## src/rtl/crc_ser_pkg.sv

```systemverilog
// Shared types and default sizing for the CRC frame serializer.
// The state encoding is common to the RTL and anything that decodes the state.
package crc_ser_pkg;

    typedef enum logic [1:0] {
        ST_IDLE     = 2'd0,
        ST_SHIFT    = 2'd1,
        ST_WAIT_CRC = 2'd2,
        ST_DONE     = 2'd3
    } crc_ser_state_e;

    localparam int DEF_DATA_WD     = 8;
    localparam int DEF_CRC_WD      = 8;
    localparam int DEF_TIMEOUT_CYC = 32;

endpackage

```

## src/rtl/crc_frame_serializer.sv

```systemverilog
// Serializes a parallel word LSB-first into a downstream CRC stage, then waits for its CRC bits.
// Optional WAIT_CRC watchdog enabled by defining CRC_SER_TIMEOUT_EN.
//
// state       | meaning
// ST_IDLE     | ready for a word; handshake loads the shift register
// ST_SHIFT    | SER_ACTIVE high, one message bit per cycle, DATA_WD cycles
// ST_WAIT_CRC | counting CRC_VALID high cycles until CRC_WD have been seen
// ST_DONE     | single-cycle FRAME_DONE pulse, then back to idle
module crc_frame_serializer
    import crc_ser_pkg::*;
#(
    parameter int DATA_WD     = DEF_DATA_WD,
    parameter int CRC_WD      = DEF_CRC_WD,
    parameter int TIMEOUT_CYC = DEF_TIMEOUT_CYC
) (
    input  logic               CLK,
    input  logic               RST,
    input  logic [DATA_WD-1:0] IN_DATA,
    input  logic               IN_VALID,
    output logic               IN_READY,
    output logic               SER_DATA,
    output logic               SER_ACTIVE,
    input  logic               CRC_VALID,
    output logic               BUSY,
    output logic               FRAME_DONE,
    output logic               ERR
);

    localparam int BCW = $clog2(DATA_WD + 1);
    localparam int CCW = $clog2(CRC_WD + 1);
    localparam logic [BCW-1:0] BIT_LAST = BCW'(DATA_WD - 1);
    localparam logic [CCW-1:0] CRC_LAST = CCW'(CRC_WD - 1);

    crc_ser_state_e state, state_nxt;

    logic [DATA_WD-1:0] shreg;
    logic [BCW-1:0]     bit_cnt;
    logic [CCW-1:0]     crc_cnt;
    logic               shift_last;
    logic               crc_last;
    logic               timeout;

    // Both counters run down and terminate on zero.
    assign shift_last = (bit_cnt == '0);
    assign crc_last   = CRC_VALID && (crc_cnt == '0);

`ifdef CRC_SER_TIMEOUT_EN
    localparam int WCW = $clog2(TIMEOUT_CYC + 1);
    localparam logic [WCW-1:0] WD_LAST = WCW'(TIMEOUT_CYC - 1);

    logic [WCW-1:0] wd_cnt;
    logic           err_q;

    // A frame completing on the same cycle the watchdog expires still counts as done.
    assign timeout = (wd_cnt == '0) && !crc_last;
    assign ERR     = err_q;

    always_ff @(posedge CLK or posedge RST) begin
        if (RST) begin
            wd_cnt <= '0;
            err_q  <= 1'b0;
        end else begin
            err_q <= (state == ST_WAIT_CRC) && timeout;
            if (state == ST_SHIFT && shift_last)
                wd_cnt <= WD_LAST;
            else if (state == ST_WAIT_CRC && wd_cnt != '0)
                wd_cnt <= wd_cnt - 1'b1;
        end
    end
`else
    assign timeout = 1'b0;
    assign ERR     = 1'b0;
`endif

    always_ff @(posedge CLK or posedge RST) begin
        if (RST)
            state <= ST_IDLE;
        else
            state <= state_nxt;
    end

    always_comb begin
        state_nxt  = state;
        IN_READY   = 1'b0;
        SER_ACTIVE = 1'b0;
        BUSY       = 1'b1;
        FRAME_DONE = 1'b0;
        case (state)
            ST_IDLE: begin
                IN_READY = 1'b1;
                BUSY     = 1'b0;
                if (IN_VALID)
                    state_nxt = ST_SHIFT;
            end
            ST_SHIFT: begin
                SER_ACTIVE = 1'b1;
                if (shift_last)
                    state_nxt = ST_WAIT_CRC;
            end
            ST_WAIT_CRC: begin
                if (crc_last)
                    state_nxt = ST_DONE;
                else if (timeout)
                    state_nxt = ST_IDLE;
            end
            ST_DONE: begin
                FRAME_DONE = 1'b1;
                state_nxt  = ST_IDLE;
            end
            default: state_nxt = ST_IDLE;
        endcase
        SER_DATA = SER_ACTIVE & shreg[0];
    end

    always_ff @(posedge CLK or posedge RST) begin
        if (RST) begin
            shreg   <= '0;
            bit_cnt <= '0;
            crc_cnt <= '0;
        end else begin
            case (state)
                ST_IDLE: begin
                    if (IN_VALID) begin
                        shreg   <= IN_DATA;
                        bit_cnt <= BIT_LAST;
                    end
                end
                ST_SHIFT: begin
                    shreg <= {1'b0, shreg[DATA_WD-1:1]};
                    if (shift_last)
                        crc_cnt <= CRC_LAST;
                    else
                        bit_cnt <= bit_cnt - 1'b1;
                end
                ST_WAIT_CRC: begin
                    if (CRC_VALID && crc_cnt != '0)
                        crc_cnt <= crc_cnt - 1'b1;
                end
                default: ;
            endcase
        end
    end

endmodule

```

## config.mk

```make
export PLATFORM = sky130hd
export DESIGN_NAME = crc_frame_serializer
export DESIGN_NICKNAME = d
export VERILOG_FILES = /design/src/rtl/crc_ser_pkg.sv /design/src/rtl/crc_frame_serializer.sv
export SDC_FILE = /design/constraint.sdc
export NUM_CORES = 1
export LEC_CHECK = 0
export CORE_MARGIN = 2
export CORE_UTILIZATION = 52
export DETAILED_ROUTE_END_ITERATION = 8
export GPL_TIMING_DRIVEN = 0
export MAX_ROUTING_LAYER = met4
export PLACE_DENSITY = 0.8
export SETUP_SLACK_MARGIN = 0.02
export SLEW_MARGIN = 20
export SYNTH_ARGS = -nofsm -noshare
export SYNTH_HDL_FRONTEND = slang
export SYNTH_SLANG_ARGS = --single-unit
```

## constraint.sdc

```tcl
create_clock -name CLK -period 2.12 [get_ports CLK]
set_input_delay 0.424 -clock CLK [delete_from_list [all_inputs] [get_ports CLK]]
set_output_delay 0.424 -clock CLK [all_outputs]
set_load 0.005 [all_outputs]
```

==> flow_summary.ini <==
[clocking]
htreeDepth = 1
cts_num_sinks = 18
cts_tree = yes
cts_buffers = 3
path_clk_slew_ns = 0.10
clk_latency_ns = 0.30
clock_path_buffers = 2
cts_root_buf = clkbuf_4

[hold_path]
hold_path.class = in2async

[grt]
grt_pass1_vias = 947
grt_pass1_wl_mm = 4.02
antenna_found_initial = 0
gr-usage-all-layers_pct = 21.3
grt-ovfl-total = 0
grt_max_degree = 19

[floorplan]
core_area_mm2 = 0.00198
io_pins = 18
die_w_um = 49.9
start_util_pct = 55.2
die_h_um = 49.9
rows = 16
die-area_mm2 = 0.00249

[logic_synthesis]
seq_area_frac_synth_pct = 41.1
synth-edff-count = 0
ys_ff_latch = 18
synthSimpleGateAreaFrac_pct = 17.8
synthArstFlopShare_pct = 100
syn_nets = 142
syn_avg_cell_area_um2 = 8.90
syn_area_mm2 = 0.00109
syn_inst = 123
synthAdderAreaFrac_pct = 8.00
synthMuxAreaShare_pct = 1.03
synth_top_family_by_area = compound AO/OA/AOI/OAI gates
yosysUniqueCellTypes = 37
synth_compound_area_share_pct = 24.7
ys_warn_count = 0
synth-xor-area-share_pct = 0
synth_top_flop_cell = dfrtp_1

[timing]
fmax_mhz = 489
tightest_slew_ns = 0.697
maxSlewViolCount = 0
setup_violations = 0
fin_crit_sh_pct = 96.5
tns_ns = 0
finalCriticalPeriod_ns = 2.04
hold_violations = 0
finClkSkew_ns = 0.00369
worst_slack_ns = 0.0751
max_slew_margin_pct = 53.5
grt_setup_unrepaired = no

[outcome]
status = complete, no violations

[worst_setup_path]
cp_max_fo = 6
cp-start-kind = register
crit_chain = buf_4 -> ha_4 -> buf_4 -> clkdlybuf4s50_1
crit_required_ns = 1.70
cp_common_cell = buf_4
cp-end-kind = output pin
cp_top_family = buffers and inverters
critical_path_arrival_ns = 1.62
critPathMaxStageDelay_ns = 0.44
crit_slowest_cell = clkdlybuf4s50_1
path_buf_inv = 3
worstSetupPathType = reg2out

[placement]
post-dp-hpwl_mm = 1.70
globalplace.congestion = 0.863
port_buffers = 16
place_ws_ns = -0.142

[finish]
final_cell_mix = dfrtp_1 (17), clkdlybuf4s50_1 (15), o22ai_1 (13), nor2_1 (11), inv_1 (10)
drive_gt1_share_pct = 17.6
syn2layout_area_growth_pct = 28.1
final_common_cell = dfrtp_1
final_core_util_pct = 70.8
finalNetCount = 169
antennaDiodeCount = 0

[drt]
wirelength_mm = 2.42
drt_pass1_iterations = 4
drt-vias-per-instance = 5.81
vias = 1017
drc = 0
post_drt_wl_per_cell_um = 13.8
initialDrtViolationCount = 27
ant_nets = 0

[run]
drv_cap = 0

[power_and_ir_drop]
cellPowerDensity_mw_per_mm2 = 1410
vdd_ir_drop_max_v = 0.000953
leakage_nw = 0.594
## metal layers
layer	track usage [%]	share of wire, %
met5	-	0
met4	5.56	1.2
met3	2.73	3.8
met2	37.8	51
met1	25.3	44
## cell usage after synthesis (2+ instances only)
cell | n | area (µm²)
a21oi_1 | 8 | 40.0
a31oi_1 | 5 | 31.3
clkbuf_1 | 2 | 7.51
dfrtp_1 | 18 | 450
ha_1 | 7 | 87.6
inv_1 | 12 | 45.0
nand2_1 | 8 | 30.0
nand3_1 | 4 | 20.0
nor2_1 | 11 | 41.3
nor3_1 | 5 | 25.0
o21ai_0 | 5 | 25.0
o22ai_1 | 13 | 81.3
## kinds of logic after synthesis
logic type               count (synthesis)
AO/OA/AOI/OAI                           41
multiplexers                             1
other                                    1
adder cells (fa/ha/maj)                  7
flip-flops                              18
AND/OR/NAND/NOR                         38
buffers and inverters                   17
## registers in the layout, summed over array words and instances (netlist names)
register,flops
state,2
crc_cnt,4
shreg,8
bit_cnt,4
## timing repair
action                     in CTS  in global routing
setup buffers                   5                  1
setup endpoints to repair       2                  2
gates resized for setup        12                  2
hold buffers                    0                  0
## cell type report
cell class                 count  area [µm²]
multi-input combinational     88         598
fill                         142         579
sequential                    18         452
timing repair buffer          22         204
buffer                         5        47.5
inverter                      12        45.0
tap                           27        33.8
clock buffer                   3        22.5
## worst paths after layout
kind,start,to,cells after the start,slack [ns]
worst min-delay path,RST,shreg[0],2,0.52
worst min register to register,crc_cnt[2],crc_cnt[2],1,0.54
worst max register to register,state[0],state[1],7,0.17
worst max-delay path,state[0],SER_ACTIVE,4,0.08
max in group asynchronous,RST,state[0],2,1.11
min in group CLK,crc_cnt[2],crc_cnt[2],1,0.54
## stage by stage
step / cells / total power (W) / hold WS (ns) / instance area, µm²
final: 175 / 0.00198 / 0.521 / 1400
after detailed placement: 166 / 0.00161 / 0.517 / 1290
after global placement: 166 / 0.00158 / 0.490 / 1290
after global routing: 175 / 0.00214 / 0.566 / 1400
after CTS: 174 / 0.00191 / 0.535 / 1380
after floorplan: 123 / 0.00132 / 0.363 / 1090
## power breakdown
part           internal (W)  switching [W]  total [W]
combinational      0.000580       0.000605    0.00118
clock             0.0000663       0.000106   0.000172
sequential         0.000496       0.000128   0.000624
Power figures use the tool's default switching activity.
